File: config.mk
export PLATFORM = sky130hd
export DESIGN_NAME = scan_config_loader
export DESIGN_NICKNAME = d
export VERILOG_FILES = /design/src/rtl/scan_config_loader.sv
export SDC_FILE = /design/constraint.sdc
export NUM_CORES = 1
export LEC_CHECK = 0
export CORE_ASPECT_RATIO = 0.7
export CORE_MARGIN = 2
export CORE_UTILIZATION = 57
export CTS_BUF_LIST = sky130_fd_sc_hd__clkbuf_8 sky130_fd_sc_hd__clkbuf_16
export DETAILED_ROUTE_END_ITERATION = 6
export GPL_ROUTABILITY_DRIVEN = 0
export PLACE_DENSITY = 0.89
export RECOVER_POWER = 100
export SLEW_MARGIN = 30
export SYNTH_ARGS = -nofsm -noshare
export SYNTH_HDL_FRONTEND = slang
export SYNTH_SLANG_ARGS = --single-unit
File: constraint.sdc
create_clock -name clk -period 3.8 [get_ports clk]
set_clock_uncertainty 0.05 [all_clocks]
set_input_delay 0.38 -clock clk [delete_from_list [all_inputs] [get_ports clk]]
set_output_delay 0.38 -clock clk [all_outputs]
set_load 0.02 [all_outputs]
File: src/rtl/scan_config_loader.sv
// Serialises host configuration words into the fabric scan chain using generated scan_clk/scan_en/scan_in.
// Optional readback of the previous chain contents is enabled with `define SCAN_READBACK_EN.
module scan_config_loader #(
  parameter int CHAIN_LEN = 20,
  parameter int WORD_W    = 8
) (
  input  logic              clk,
  input  logic              rst_n,
  input  logic              start,
  input  logic [WORD_W-1:0] cfg_data,
  input  logic              cfg_valid,
  output logic              cfg_ready,
  output logic              scan_clk,
  output logic              scan_en,
  output logic              scan_in,
  input  logic              scan_ret,
  output logic              busy,
  output logic              done
`ifdef SCAN_READBACK_EN
  ,
  output logic [WORD_W-1:0] rb_data,
  output logic              rb_valid
`endif
);

  // state     | meaning
  // IDLE      | outputs low, waiting for start
  // WAIT_WORD | cfg_ready high, scan_clk low, waiting for a host word
  // SHIFT_LO  | present shreg MSB on scan_in, scan_clk low
  // SHIFT_HI  | scan_clk high, chain captures scan_in
  // DONE      | one-cycle completion pulse
  typedef enum logic [2:0] {
    IDLE,
    WAIT_WORD,
    SHIFT_LO,
    SHIFT_HI,
    DONE
  } state_t;

  localparam int BW = $clog2(CHAIN_LEN + 1);
  localparam int CW = $clog2(WORD_W + 1);

  state_t            state, nstate;
  logic [BW-1:0]     bits_done;
  logic [CW-1:0]     wcnt;
  logic [CW-1:0]     wcnt_load;
  logic [WORD_W-1:0] shreg, shreg_nxt;
  logic              load_word, shift;
  int                rem;

  always_ff @(posedge clk or negedge rst_n) begin
    if (!rst_n) state <= IDLE;
    else        state <= nstate;
  end

  always_comb begin
    nstate    = state;
    load_word = 1'b0;
    shift     = 1'b0;
    case (state)
      IDLE:      if (start) nstate = WAIT_WORD;
      WAIT_WORD: begin
        if (cfg_valid && cfg_ready) begin
          load_word = 1'b1;
          nstate    = SHIFT_LO;
        end
      end
      SHIFT_LO:  nstate = SHIFT_HI;
      SHIFT_HI: begin
        shift = 1'b1;
        if (bits_done == BW'(CHAIN_LEN - 1)) nstate = DONE;
        else if (wcnt == CW'(1))             nstate = WAIT_WORD;
        else                                 nstate = SHIFT_LO;
      end
      DONE:      nstate = IDLE;
      default:   nstate = IDLE;
    endcase
  end

  // The last word only carries the bits still missing from the chain.
  always_comb begin
    rem = CHAIN_LEN - int'(bits_done);
    if (rem < WORD_W) wcnt_load = CW'(rem);
    else              wcnt_load = CW'(WORD_W);
  end

  always_comb begin
    shreg_nxt = shreg;
    if (load_word)  shreg_nxt = cfg_data;
    else if (shift) shreg_nxt = shreg << 1;
  end

  always_ff @(posedge clk or negedge rst_n) begin
    if (!rst_n) begin
      bits_done <= '0;
      wcnt      <= '0;
      shreg     <= '0;
    end else begin
      shreg <= shreg_nxt;
      if (state == IDLE && start) begin
        bits_done <= '0;
        wcnt      <= '0;
      end else if (load_word) begin
        wcnt <= wcnt_load;
      end else if (shift) begin
        bits_done <= bits_done + BW'(1);
        wcnt      <= wcnt - CW'(1);
      end
    end
  end

  // Outputs are registered from the next state so they line up with the state register.
  always_ff @(posedge clk or negedge rst_n) begin
    if (!rst_n) begin
      cfg_ready <= 1'b0;
      scan_clk  <= 1'b0;
      scan_en   <= 1'b0;
      scan_in   <= 1'b0;
      busy      <= 1'b0;
      done      <= 1'b0;
    end else begin
      cfg_ready <= (nstate == WAIT_WORD);
      scan_clk  <= (nstate == SHIFT_HI);
      scan_en   <= (nstate == WAIT_WORD) || (nstate == SHIFT_LO) || (nstate == SHIFT_HI);
      busy      <= (nstate != IDLE);
      done      <= (nstate == DONE);
      if (nstate == IDLE)          scan_in <= 1'b0;
      else if (nstate == SHIFT_LO) scan_in <= shreg_nxt[WORD_W-1];
    end
  end

`ifdef SCAN_READBACK_EN
  logic [WORD_W-1:0] rb_sh, rb_sh_nxt;
  logic [CW-1:0]     rb_cnt;

  assign rb_sh_nxt = {rb_sh[WORD_W-2:0], scan_ret};

  // The tail bit is captured on the edge that raises scan_clk, before the chain shifts.
  always_ff @(posedge clk or negedge rst_n) begin
    if (!rst_n) begin
      rb_sh    <= '0;
      rb_cnt   <= '0;
      rb_data  <= '0;
      rb_valid <= 1'b0;
    end else begin
      rb_valid <= 1'b0;
      if (state == IDLE && start) begin
        rb_sh  <= '0;
        rb_cnt <= '0;
      end else if (state == SHIFT_LO) begin
        if (rb_cnt == CW'(WORD_W - 1)) begin
          rb_data  <= rb_sh_nxt;
          rb_valid <= 1'b1;
          rb_sh    <= '0;
          rb_cnt   <= '0;
        end else begin
          rb_sh  <= rb_sh_nxt;
          rb_cnt <= rb_cnt + CW'(1);
        end
      end else if (nstate == DONE && rb_cnt != '0) begin
        rb_data  <= rb_sh << (CW'(WORD_W) - rb_cnt);
        rb_valid <= 1'b1;
        rb_sh    <= '0;
        rb_cnt   <= '0;
      end else if (nstate == IDLE) begin
        rb_data <= '0;
      end
    end
  end
`else
  logic unused_scan_ret;
  assign unused_scan_ret = scan_ret;
`endif

endmodule

After elaboration in Yosys (flattened, before gate mapping)
Cells that the tools add are included.
- flip-flop bits (word level): 26
- memories: 0
- ROM bits: 0
- RAM bits: 0
- latch bits: 0
- bits of input ports: 13
- $lt $le $gt $ge: 1
- bitwise logic cells: 0
- divide/modulo/power cells: 0
- multipliers: 0
- equal/unequal tests: 10
- shifts and indexed selects: 0
- mux-type cells: 19
- reductions and logical operators: 12
- $add $sub $neg: 3
- operators by type and width (cell ; number):
    two-way mux 4 bit ; 4
    two-way mux 8 bit ; 2
    two-way mux 5 bit ; 3
    equality test 3 x 2 -> 1 bit, second input constant ; 4
    case mux 3 bit (4 select lines) ; 1
    two-way mux 3 bit ; 3
    equality test 3 x 1 -> 1 bit, second input constant ; 2
    logical NOT 3 bit ; 2
    < comparator 6 x 5 -> 1 bit, second input constant ; 1
    nonzero test 2 bit ; 3
    nonzero test 3 bit ; 2
    subtractor 5 x 5 -> 6 bit, first input constant ; 1
    adder 5 x 1 -> 5 bit, second input constant ; 1
    equality test 5 bit, second input constant ; 1
    two-way mux 1 bit ; 5
    equality test 4 x 1 -> 1 bit, second input constant ; 1
    subtractor 4 x 1 -> 4 bit, second input constant ; 1
    equality test 3 bit, second input constant ; 1
    logical AND 1 bit ; 2
    logical OR 1 bit ; 2
    two-way mux 2 bit ; 1
    inequality test 2 x 1 -> 1 bit, second input constant ; 1
    AND reduction 2 bit ; 1

Depth between registers and ports, before layout
- depth after elaboration: 7
- mapped depth: 6
- gate-level depth less buffers: 6

Worst setup path before layout
No wires, ideal clock.
- path kind: reg2reg
- from: register bits_done[0]
- to: register scan_in
- stages on the path, launching flop included: 6
- arrival time: 1.506 ns
- setup slack: 2.152 ns
- required time: 3.658 ns
- cells stage by stage: dfrtp_1 > ha_1 > and4bb_1 > and2_4 > or3_1 > o31ai_2
- word-level cells in the longest chain between the ends: 5
- elaborated cells on any way between the ends: 7
- ends and longest elaborated chain (element ; RTL line ; text):
    start: declaration ; 44 ; logic [BW-1:0] bits_done;
    start signal: assignment ; 106 ; bits_done <= bits_done + BW'(1);
    equality test 5 bit * ; 71 ; if (bits_done == BW'(CHAIN_LEN - 1)) nstate = DONE;
    two-way mux 3 bit * ; 71 ;
    case mux 3 bit (4 select lines) * ; 60 ; case (state)
    via nstate[2] ; 43 ; state_t state, nstate;
    equality test 3 x 2 -> 1 bit / logical NOT 3 bit (equally long branches) ; 128, 127 ;
    nonzero test 2 bit (no line) / two-way mux 1 bit (equally long branches) ; n/a ;
    end signal: assignment ; 128 ; else if (nstate == SHIFT_LO) scan_in <= shreg_nxt[WORD_W-1];
    end: declaration ; 15 ; output logic scan_in,
Mark *: on every way through the listed nets, which the timed path passes. The rest lies on a longest branch.
A chain may end at the register's enable or synchronous reset.

Final worst setup path
- from: register state[2]
- to: register scan_in
- word-level cells in the longest chain between the ends: 6
- elaborated cells on any way between the ends: 16
- ends and longest elaborated chain (element ; RTL line ; text):
    start: declaration ; 43 ;
    start signal: assignment ; 53 ; else state <= nstate;
    equality test 3 x 2 -> 1 bit ; 60 ;
    two-way mux 1 bit ; 60 ;
    two-way mux 8 bit ; 90 ; else if (shift) shreg_nxt = shreg << 1;
    two-way mux 8 bit ; 89 ; if (load_word) shreg_nxt = cfg_data;
    two-way mux 1 bit ; 128 ;
    two-way mux 1 bit ; 127 ; if (nstate == IDLE) scan_in <= 1'b0;
Parallel ways exist; a longest one is shown, timed or not. The select of a mux whose other input is x is not followed.

==> impl_metrics.ini <==
[outcome]
status = finished, violations left
violations = capacitance limit, slew limit

[die]
start_util = 0.611
die_w_um = 61.7
die-area_mm2 = 0.00274
core_mm2 = 0.00217
io_pins = 19
fp-row-count = 14
die_h_um = 44.4

[global_route]
globalRouteOverflowTotal = 0
antenna_found_initial = 0
grt_usage = 0.235
grt_pass1_vias = 1068
grt_max_degree = 27
grt_pass1_wl_um = 4710

[critical_path]
critPathKind = flop to flop
cp_data_arrival_time_ns = 2.73
end_kind = flop
path_max_fanout = 15
cpPeakStageDelay_ns = 1.23
path_delay_family = simple AND/OR/NAND/NOR gates
cp.buffers_inverters = 0
path_cells = nand2b_1 > nor3_1 > a222oi_1 > o31ai_2
cp.required_ns = 3.93
cp_slowest_cell = nor3_1
start_kind = flop

[routing]
via_per_inst = 5.85
dr.pass1.iters = 6
vias = 1030
wl_per_cell_um = 15.4
detail_route.iter0.violations = 74
wl_um = 2710
antenna_left = 0
drcViolationCount = 0

[cells_and_area]
final_nets = 163
antenna_cells = 0
drive_above_1_share = 0.0347
areaGrowthSynthToFinish_pct = 15.1

[logic_synthesis]
ys_seq_area_frac = 0.490
synth_warnings = 0
synth_edf_count = 0
synth_flop_cell = dfrtp_1
synthesis.nets = 145
synth_area_mm2 = 0.00133
avgSynthCellArea_um2 = 10.4
synth_cell_types = 42
async_flop_share = 1.00
ys_ff_latch = 26
syn_inst = 128

[place]
io_buffers = 17
dp_hpwl_um = 1910

[cts]
cts_resized = 0
root_buffer = clkbuf_8
cts_setup_buffers = 0
cts_hold_buf = 0
cts_tree = built
clock-sinks = 26
clock_path_buffers = 2
h-tree-depth = 1
clock_latency_ns = 0.26
cts_buffers = 3
clkTransAtPathRegs_ns = 0.08

[min_path]
hp-class = input pin to async pin

[sta]
finalHoldViolations = 0
tightest_slew_ns = 1.57
drv_slew = 16
fmax_ghz = 0.384
finalCritPeriodShare = 0.686
period_needed_ns = 2.60
slew_headroom = -0.0517
setup_tns_ns = 0
rsz0062_at_grt = no
setup_viol = 0

[flow_run]
drv_cap = 1

[pwr]
power.leakage_nw = 0.731
ir_drop_mv = 0.428
power_density_mw_per_mm2 = 712
p_total_w = 0.00109
[state kept, by name, summed over array words and instances (netlist names)]
| name | cells |
|---|---|
| bits_done | 5 |
| shreg | 8 |
| scan_in | 1 |
| done | 1 |
| wcnt | 4 |
| cfg_ready | 1 |
| state | 3 |
| scan_en | 1 |
| busy | 1 |
| scan_clk | 1 |
[cells in the final DEF (no fill, tap or decap), types with 3 or more instances in the layout]
| master | instances |
|---|---|
| inv_1 | 14 |
| xor2_1 | 3 |
| o2bb2ai_1 | 4 |
| nor2b_1 | 3 |
| o21ai_0 | 3 |
| nand2b_1 | 3 |
| a222oi_1 | 7 |
| a21oi_1 | 4 |
| ha_1 | 4 |
| clkbuf_8 | 3 |
| nor2_1 | 14 |
| and2_0 | 3 |
| nand2_1 | 7 |
| clkdlybuf4s50_1 | 9 |
| dlygate4sd3_1 | 7 |
| dfrtp_1 | 26 |
| nor3_1 | 4 |
[layer usage]
layer	wire, um	up-vias	global-route usage	share of wire
met1	1270	513	0.321	0.47
met3	115	4	0.0614	0.042
met2	1310	26	0.392	0.48
met5	0	-	0	0
met4	19	0	0.0298	0.0070
li1	-	487	-	-
[stage by stage]
stage / hold slack, ns / cell area (um2) / instances / setup WS, ns / utilization
after detailed placement: 0.362 / 1510 / 173 / 1.49 / 0.694
final: 0.360 / 1530 / 176 / 1.20 / 0.703
after CTS: 0.0707 / 1550 / 176 / 1.70 / 0.713
after global routing: 0.478 / 1530 / 176 / 1.00 / 0.703
after global placement: 0.423 / 1510 / 173 / 1.56 / 0.696
after floorplan: 0.0344 / 1330 / 128 / 2.15 / -
[power by group]
group | total (W) | switching [W] | internal [W]
registers | 0.000464 | 0.0000898 | 0.000374
clock network | 0.000151 | 0.0000802 | 0.0000709
logic | 0.000473 | 0.000272 | 0.000201
[kinds of logic (layout without fill, tap and decap cells)]
kind of cell / Yosys count / count (layout) / share of synthesized area
simple gates: 45 / 45 / 0.192
compound gates: 30 / 30 / 0.187
xor+xnor: 4 / 4 / 0.0264
buf+inv: 18 / 34 / 0.0594
flops: 26 / 26 / 0.490
mux: 1 / 1 / 0.00754
fa+ha+maj: 4 / 4 / 0.0377
[synth_stat cells (2+ instances only)]
cell type  number  area (um2)
a21oi_1         4        20.0
a222oi_1        7        70.1
a22o_1          2        17.5
and2_1          2        12.5
buf_2           3        15.0
dfrtp_1        26         651
ha_1            4        50.1
inv_1          14        52.6
nand2_1         7        26.3
nand2b_1        3        18.8
nand4_1         2        12.5
nor2_1         14        52.6
nor2b_1         3        18.8
nor3_1          3        15.0
o21ai_0         2        10.0
o2bb2ai_1       4        35.0
xor2_1          3        26.3
[worst paths after layout]
check                           startpoint        to  slack (ns)  depth (start not counted)
worst max-delay path              state[2]   scan_in        1.20                          4
worst min-delay path                 rst_n  scan_clk        0.36                          1
worst max register to register    state[2]   scan_in        1.20                          4
worst min register to register    shreg[4]  shreg[4]        0.45                          2
max in group asynchronous            rst_n   wcnt[2]        2.54                          1
min in group clk                  shreg[4]  shreg[4]        0.45                          2
[final cells by class]
cell class              count  area [um2]
flip-flops and latches     26         651
fillers                   186         644
multi-input cells          84         579
repair buffers             17         164
inverters                  14        52.6
clock buffers               3        41.3
well taps                  32        40.0
(Power assumes the default switching activity.)
